<file path="src/rtl/cache_pkg.sv">
// ============================================================================
// Module : cache_pkg
// Desc   : Shared types and constants for the dcache write-back buffer and
//          its AXI master port.
// Rev    : 1.0 - initial release
// ============================================================================
`default_nettype none

package cache_pkg;

  localparam int          WB_LINE_WIDTH    = 256;
  localparam int          LINE_BYTE_OFFSET = $clog2(WB_LINE_WIDTH / 8);
  localparam logic [1:0]  AXI_BURST_INCR   = 2'b01;

  typedef enum logic [1:0] {
    WB_IDLE = 2'd0,
    WB_AW   = 2'd1,
    WB_W    = 2'd2,
    WB_B    = 2'd3
  } wb_state_t;

  // Layout of one buffer entry for the default line size.
  typedef struct packed {
    logic                           valid;
    logic [31-LINE_BYTE_OFFSET:0]   tag;
    logic [WB_LINE_WIDTH-1:0]       data;
  } wb_entry_t;

  typedef struct packed {
    logic [3:0]  awid;
    logic [31:0] awaddr;
    logic [7:0]  awlen;
    logic [2:0]  awsize;
    logic [1:0]  awburst;
    logic        awvalid;
    logic [31:0] wdata;
    logic [3:0]  wstrb;
    logic        wlast;
    logic        wvalid;
    logic        bready;
    logic [3:0]  arid;
    logic [31:0] araddr;
    logic [7:0]  arlen;
    logic [2:0]  arsize;
    logic [1:0]  arburst;
    logic        arvalid;
    logic        rready;
  } axi_req_t;

  typedef struct packed {
    logic        awready;
    logic        wready;
    logic [3:0]  bid;
    logic [1:0]  bresp;
    logic        bvalid;
    logic        arready;
    logic [3:0]  rid;
    logic [31:0] rdata;
    logic [1:0]  rresp;
    logic        rlast;
    logic        rvalid;
  } axi_resp_t;

endpackage

`default_nettype wire

</file>
<file path="src/rtl/dcache_wb_buffer.sv">
// ============================================================================
// Module : dcache_wb_buffer
// Desc   : Queues evicted dirty lines, drains each as one AXI INCR write burst
//          and forwards queued data to lookups. Optional macro WB_MERGE_EN
//          merges pushes into a matching queued (not in-flight) entry.
// Rev    : 1.0 - initial release
// ============================================================================
`default_nettype none

module dcache_wb_buffer
  import cache_pkg::*;
#(
  parameter int DEPTH      = 2,
  parameter int LINE_WIDTH = 256
) (
  input  logic                  clk,
  input  logic                  rst_n,
  input  logic                  push,
  input  logic [31:0]           push_addr,
  input  logic [LINE_WIDTH-1:0] push_data,
  output logic                  full,
  output logic                  empty,
  input  logic [31:0]           lookup_addr,
  output logic                  lookup_hit,
  output logic [LINE_WIDTH-1:0] lookup_data,
  output axi_req_t              axi_req,
  input  axi_resp_t             axi_resp
);

  localparam int BEATS = LINE_WIDTH / 32;
  localparam int OFF   = $clog2(LINE_WIDTH / 8);
  localparam int TW    = 32 - OFF;
  localparam int PW    = $clog2(DEPTH);
  localparam int BW    = (BEATS > 1) ? $clog2(BEATS) : 1;

  localparam logic [1:0] ST_IDLE = WB_IDLE;
  localparam logic [1:0] ST_AW   = WB_AW;
  localparam logic [1:0] ST_W    = WB_W;
  localparam logic [1:0] ST_B    = WB_B;

  logic [DEPTH-1:0]      valid;
  logic [TW-1:0]         tag  [DEPTH];
  logic [LINE_WIDTH-1:0] data [DEPTH];
  logic [PW-1:0]         head;
  logic [PW-1:0]         tail;
  logic [PW:0]           count;
  logic [BW-1:0]         beat;
  logic [1:0]            state;

  logic [TW-1:0]         push_tag;
  logic                  in_flight;
  logic                  merge_hit;
  logic [PW-1:0]         merge_idx;
  logic                  do_alloc;
  logic                  do_pop;
  logic                  wr_en;
  logic [PW-1:0]         wr_idx;
  logic                  last_beat;
  logic                  unused_ok;

  assign push_tag  = push_addr[31:OFF];
  assign in_flight = (state != ST_IDLE);
  assign full      = (count == (PW+1)'(DEPTH));
  assign empty     = (count == '0) && (state == ST_IDLE);
  assign last_beat = (beat == BW'(BEATS - 1));
  assign unused_ok = ^{push_addr[OFF-1:0], lookup_addr[OFF-1:0], axi_resp};

`ifdef WB_MERGE_EN
  // The head is excluded while its burst is running: its data is already on the bus.
  always_comb begin : merge_search
    logic [PW-1:0] idx;
    idx       = '0;
    merge_hit = 1'b0;
    merge_idx = '0;
    for (int i = 0; i < DEPTH; i++) begin
      idx = head + PW'(i);
      if (valid[idx] && (tag[idx] == push_tag) && !(in_flight && (idx == head))) begin
        merge_hit = 1'b1;
        merge_idx = idx;
      end
    end
  end
`else
  assign merge_hit = 1'b0;
  assign merge_idx = '0;
`endif

  assign do_alloc = push && !merge_hit && !full;
  assign do_pop   = (state == ST_B) && axi_resp.bvalid;
  assign wr_en    = do_alloc || (push && merge_hit);
  assign wr_idx   = merge_hit ? merge_idx : tail;

  always_ff @(posedge clk) begin
    if (wr_en) begin
      tag[wr_idx]  <= push_tag;
      data[wr_idx] <= push_data;
    end
  end

  always_ff @(posedge clk or negedge rst_n) begin
    if (!rst_n) begin
      valid <= '0;
      head  <= '0;
      tail  <= '0;
      count <= '0;
    end else begin
      if (do_pop) begin
        valid[head] <= 1'b0;
        head        <= head + PW'(1);
      end
      if (do_alloc) begin
        valid[tail] <= 1'b1;
        tail        <= tail + PW'(1);
      end
      case ({do_alloc, do_pop})
        2'b10:   count <= count + (PW+1)'(1);
        2'b01:   count <= count - (PW+1)'(1);
        default: count <= count;
      endcase
    end
  end

  always_ff @(posedge clk or negedge rst_n) begin
    if (!rst_n) begin
      state <= ST_IDLE;
      beat  <= '0;
    end else begin
      case (state)
        ST_IDLE: begin
          beat <= '0;
          if (count != '0) state <= ST_AW;
        end
        ST_AW: begin
          if (axi_resp.awready) state <= ST_W;
        end
        ST_W: begin
          if (axi_resp.wready) begin
            if (last_beat) begin
              beat  <= '0;
              state <= ST_B;
            end else begin
              beat <= beat + BW'(1);
            end
          end
        end
        default: begin
          if (axi_resp.bvalid) state <= ST_IDLE;
        end
      endcase
    end
  end

  always_comb begin
    axi_req = '0;
    if (state == ST_AW) begin
      axi_req.awvalid = 1'b1;
      axi_req.awaddr  = {tag[head], OFF'(0)};
      axi_req.awlen   = 8'(BEATS - 1);
      axi_req.awsize  = 3'd2;
      axi_req.awburst = AXI_BURST_INCR;
      axi_req.awid    = 4'd0;
    end
    if (state == ST_W) begin
      axi_req.wvalid = 1'b1;
      axi_req.wstrb  = 4'hF;
      axi_req.wdata  = data[head][32*beat +: 32];
      axi_req.wlast  = last_beat;
    end
    axi_req.bready = (state == ST_B);
  end

  // Scan oldest to youngest so the entry nearest the tail wins.
  always_comb begin : fwd_mux
    logic [PW-1:0] idx;
    idx         = '0;
    lookup_hit  = 1'b0;
    lookup_data = '0;
    for (int i = 0; i < DEPTH; i++) begin
      idx = head + PW'(i);
      if (valid[idx] && (tag[idx] == lookup_addr[31:OFF])) begin
        lookup_hit  = 1'b1;
        lookup_data = data[idx];
      end
    end
  end

endmodule

`default_nettype wire

</file>
<file path="config.mk">
export PLATFORM = sky130hd
export DESIGN_NAME = dcache_wb_buffer
export DESIGN_NICKNAME = d
export VERILOG_FILES = /design/src/rtl/cache_pkg.sv /design/src/rtl/dcache_wb_buffer.sv
export SDC_FILE = /design/constraint.sdc
export NUM_CORES = 1
export LEC_CHECK = 0
export ABC_AREA = 1
export BUFFER_PORTS_ARGS = -buffer_cell sky130_fd_sc_hd__buf_4
export CAP_MARGIN = 0
export CORE_AREA = 4 4 301 303
export DETAILED_ROUTE_END_ITERATION = 16
export DIE_AREA = 0 0 305 307
export PLACE_DENSITY = 0.68
export RECOVER_POWER = 50
export SYNTH_ARGS = -nofsm -noshare
export SYNTH_HDL_FRONTEND = slang
export SYNTH_SLANG_ARGS = --single-unit
</file>
<file path="constraint.sdc">
create_clock -name clk -period 29.6 [get_ports clk]
set_clock_uncertainty 0.05 [all_clocks]
set_input_delay 1.48 -clock clk [delete_from_list [all_inputs] [get_ports clk]]
set_output_delay 1.48 -clock clk [all_outputs]
set_load 0.02 [all_outputs]
</file>
After elaboration in Yosys (flattened, before gate mapping)
Memory sizes are Yosys's and may differ from the RTL's. Cells that the tools add are included.

Eq/ne operators: 13. $lt $le $gt $ge: 5. Shifts and indexed selects: 1. Bitwise operators: 3. Reduce and logical (&&, ||, !) cells: 16. $add $sub $neg: 5. Multiplexer cells: 28.

Operators by type and width (count): $mux W256 (2); $shiftx A256 B9 Y32 (1); $eq A27 B27 Y1 (2); $mux W46 (1); $mux W38 (1); $mux W2 (7); $mux W1 (10); $eq A2 B2 Y1 const B (4); $logic_and A1 B1 Y1 (7); $lt A1 B2 Y1 const B (3); $mux W3 (2); $ne A2 B2 Y1 const B (3); $pmux W2 S3 (1); $pmux W3 S2 (1); $reduce_bool A2 Y1 (3); $reduce_and A5 Y1 (1); $eq A2 B1 Y1 const B (2); $logic_not A2 Y1 (2); $pmux W2 S2 (1); $reduce_bool A4 Y1 (1); $add A3 B1 Y3 const B (1); $eq A3 B3 Y1 const B (1); $add A1 B1 Y1 const B (2); $add A2 B1 Y2 const B (1); 9 further kinds (11).

Output and inout bits: 399. Word-level logic and storage cells: 79. Input port bits: 373. Memory bits (writable): 566. Bits in registers: 11. Memories kept: 2.

Memories: data (depth 2, width 256, read ports 2, clocked after Yosys merged registers in 0, write ports 1, RTL line dcache_wb_buffer.sv:43) `logic [LINE_WIDTH-1:0] data [DEPTH];`; tag (depth 2, width 27, read ports 2, clocked after Yosys merged registers in 0, write ports 1, RTL line dcache_wb_buffer.sv:42) `logic [TW-1:0] tag [DEPTH];`.

Logic depth before layout (Yosys ltp)
Depth after elaboration: 9. Depth in mapped cells: 16. Depth with buffers taken out: 13.

Worst setup path before layout
OpenSTA, ideal clock, no wires.

Kind: input port to flip-flop. Start point: input port push. End point: memory data[0][0], enable pin. Data required time: 28.616 ns. Library setup time: 0.934 ns. Path buffers: 0. Arrival time: 13.358 ns. Path slack: 15.257 ns. Stages: 2. Cell sequence: o21ai_1 nor2_1.

Cells in the longest elaborated chain, start to end: 3.

Ends and longest elaborated chain: start: declaration (RTL line dcache_wb_buffer.sv:18) `input logic push,`; $logic_and A1 B1 Y1 (RTL line dcache_wb_buffer.sv:88) `assign do_alloc = push && !merge_hit && !full;`; $mux W1 (RTL line dcache_wb_buffer.sv:94) `if (wr_en) begin`; $mux W1 (implied by the code) (RTL line dcache_wb_buffer.sv:96) `data[wr_idx] <= push_data;`; end: declaration (RTL line dcache_wb_buffer.sv:43).

Every way passes these cells.

Final worst setup path
Start point: register head. End point: output port lookup_data[10].

Cells in the longest elaborated chain, start to end: 5. Elaborated cells on any way between the ends: 13. Those cells by class: add/sub (1); eq/ne (2); mux (6); reduce/logical (2); memory (2).

Ends and longest elaborated chain: start: declaration (RTL line dcache_wb_buffer.sv:44) `logic [PW-1:0] head;`; start signal: assignment (RTL line dcache_wb_buffer.sv:109) `head <= head + PW'(1);`; $add A1 B1 Y1, or another cell as far along (RTL line dcache_wb_buffer.sv:179) `idx = head + PW'(i);`; $mem_v2 Z2 W27, or another cell as far along; $eq A27 B27 Y1, or another cell as far along (RTL line dcache_wb_buffer.sv:180) `if (valid[idx] && (tag[idx] == lookup_addr[31:OFF])) begin`; $logic_and A1 B1 Y1 / $mux W256 (equally long branches) (RTL line dcache_wb_buffer.sv:180); $mux W256 (*) (RTL line dcache_wb_buffer.sv:180); end: declaration (RTL line dcache_wb_buffer.sv:25) `output logic [LINE_WIDTH-1:0] lookup_data,`.

Every way passes the cells marked *; elsewhere a longest branch is shown, timed or not. The select of a mux whose other input is x is not followed.

==> results.yml <==
placement:
  port_buffers: 646
  dp_hpwl_um: 89530
  gp_congestion: 0.8975
synthesis:
  synthArstFlopShare_pct: 1.906
  synthTopCellsByArea: "edfxtp_1, nand2_1, a21oi_1"
  ys_ff_latch: 577
  synthesis.area_um2: 32050
  yosysSeqAreaShare_pct: 53.89
  ys.flop_type: "edfxtp_1"
  synth_top_area_cell: "edfxtp_1"
  synth_top_area_share_pct: 53.03
  syn_avg_cell_area_um2: 7.898
  synthDistinctLibCells: 27
  synthCells: 4058
  ys_warn_count: 0
  synth-edff-count: 566
floorplanning:
  fp.dieH_um: 307
  die_x_um: 305
  start_util_pct: 36.44
  io-pin-count: 772
  fp-row-count: 109
  die-area_um2: 93640
  coreArea_um2: 87970
setup_path:
  cp.arrival_ps: 13330
  cp_common_cell: "buf_4"
  slowest_delay_ps: 4570
  crit_type: "register to output port"
  startpoint_type: "register"
  critPathMaxFanout: 112
  crit_path_end_kind: "output port"
  cp_cell_sequence: "clkbuf_1 > clkinvlp_2 > nand2_1 > nand3_1 > nand2_1 > inv_1 > nand2_1 > nor2_1 > nand3_1 > nor2_4 > buf_4 > nor2_4 > buf_4 > buf_4 > buf_4 > a21oi_1 > buf_4"
  required_ps: 28070
  crit_slowest_cell: "clkinvlp_2"
global_route:
  grtUsageMet1_pct: 33.30
  use_met2_pct: 40.83
  grtUsageMet3_pct: 5.723
  busiest_layer: "met2"
  grt_max_degree: 176
  grt_pass1_wl_um: 180400
  overflow: 0
  grt_antenna_before_repair: 37
  grt_use_total_pct: 25.91
  grt_pass1_vias: 27410
clock_tree:
  cts_setup_buffers: 0
  cts_hold_buffers: 0
  cts_made_buffers: 70
  cts_sinks: 577
  cts_root_buf: "clkbuf_16"
  clk_latency_ps: 600
  cts.repair.resized: 0
  clockBufferDepth: 3
  cts_htree_levels: 3
  cts_tree: "yes"
  clkSlewWorstSetupHoldPaths_ps: 60
sta:
  whs_ps: 442.9
  max_slew.worst_pin.slew_ps: 9117
  drv_slew: 542
  fmax_ghz: 0.06730
  finalCriticalPeriod_ps: 14860
  report.final.hold_viol_count: 0
  finalSetupViolCount: 0
  max_slew_margin_pct: -507.8
  tns_ps: 0
  grt_setup_unrepaired: "no"
  fin_crit_sh_pct: 50.20
final_layout:
  drive_above_1_share_pct: 15.10
  nets: 4917
  fillers: 8620
  seqCellArea_um2: 17280
  flow.area_growth_from_synthesis_pct: 21.92
  multi_input_area_um2: 12820
hold_path:
  hp-class: "register to register"
status:
  failed_checks: "max-capacitance violations, max-slew violations"
  outcome: "complete, but fails checks"
drt:
  ant_nets: 0
  num_vias: 30310
  drt-vias-per-instance: 5.245
  drcViolationCount: 0
  drtIter0Drc: 3858
  first_pass_iters: 6
  wirelength_um: 128100
  post_drt_wl_per_cell_um: 22.16
run:
  cap_violations: 8
pwr:
  finalPower_w: 0.003795
  total_leakage_power_nw: 17.39
  ir_drop_uv: 80.64
  p_per_area_nw_per_um2: 97.13
report_power, final:
group / total [W] / internal [W] / switching [W]
logic: 0.00172 / 0.000460 / 0.00126
clock network: 0.000826 / 0.000472 / 0.000354
registers: 0.00125 / 0.00115 / 0.0000997
total: 0.00380 / 0.00208 / 0.00172
logic make-up (layout without fill, tap and decap cells):
group / after synthesis / after routing / share of synthesized area [%]
flip-flops: 577 / 577 / 53.89
other: 1 / 94 / 0.01170
AND/OR/NAND/NOR: 2368 / 2368 / 28.18
adder cells (fa/ha/maj): 7 / 7 / 0.2733
XOR/XNOR: 4 / 4 / 0.1093
buffers and inverters: 467 / 930 / 6.945
AO/OA/AOI/OAI: 634 / 634 / 10.59
area by class of cell:
class	instances	share of cell area [%]
antenna	26	0.1665
clock buffer	88	4.736
clock inverter	35	0.7813
inverter	125	1.210
multi-input combinational	3081	32.82
sequential	577	44.22
tap	1165	3.730
timing repair buffer	682	12.33
synthesized netlist by cell type (all sizes together) (2+ instances only):
cell type and n:
clkbuf 120, buf 222, xor2 3, a21oi 280
o21ai 233, o22ai 40, nand3 103, edfxtp 566
o21bai 8, ha 7, nand4 3, dfrtp 11
nand2 2129, nor3 2, a31oi 26, nor2 130
inv 125, o211ai 46
layout by cell type, fill, tap and decap left out, types with 71 or more instances in the layout:
cell | synthesis | final
nor2_1 | 129 | 128
buf_4 | 83 | 383
edfxtp_1 | 566 | 566
nand2_1 | 2129 | 2128
clkbuf_16 | 0 | 71
inv_1 | 123 | 120
a21oi_1 | 280 | 280
nand3_1 | 103 | 103
clkbuf_1 | 120 | 106
o21ai_0 | 231 | 232
clkbuf_4 | 0 | 206
routing by layer:
layer | part of all wire (%) | routed length (um)
met1 | 39 | 50020
met4 | 5.7 | 7322
met3 | 10 | 12820
met5 | 0.043 | 55
met2 | 45 | 57850
registers in the layout (all words and copies together) (netlist names):
signal	cells
valid	2
data	512
tail	1
beat	3
tag	54
head	1
state	2
count	2
path summary, 6_finish.rpt:
check | startpoint | end | slack (ps) | cells past startpoint
min in group asynchronous | rst_n | state[0] | 930 | 1
max in group asynchronous | rst_n | head | 27910 | 1
worst max register to register | count[0] | data[0][7] | 18980 | 3
worst min-delay path | tail | valid[0] | 440 | 1
worst min register to register | tail | valid[0] | 440 | 1
worst max-delay path | head | lookup_data[10] | 14740 | 17
worst max-delay path, delay by kind of cell, from the launching register on:
kind	cells	cell delay, ps
simple gates	8	1560
buf+inv	8	9720
compound gates	1	220
flops	1	860
metrics by stage:
step	std cells	setup slack (ps)	instance area [um2]	util [%]
6_report	5779	14740	39080	44.42
5_1_grt	5776	13740	39070	44.41
4_1_cts	5753	21220	39390	44.77
3_5_place_dp	5630	21890	37230	42.32
3_3_place_gp	5630	21860	37230	42.32
2_1_floorplan	4125	15260	32300	-
Note: power is estimated with default switching activity, not from simulation.
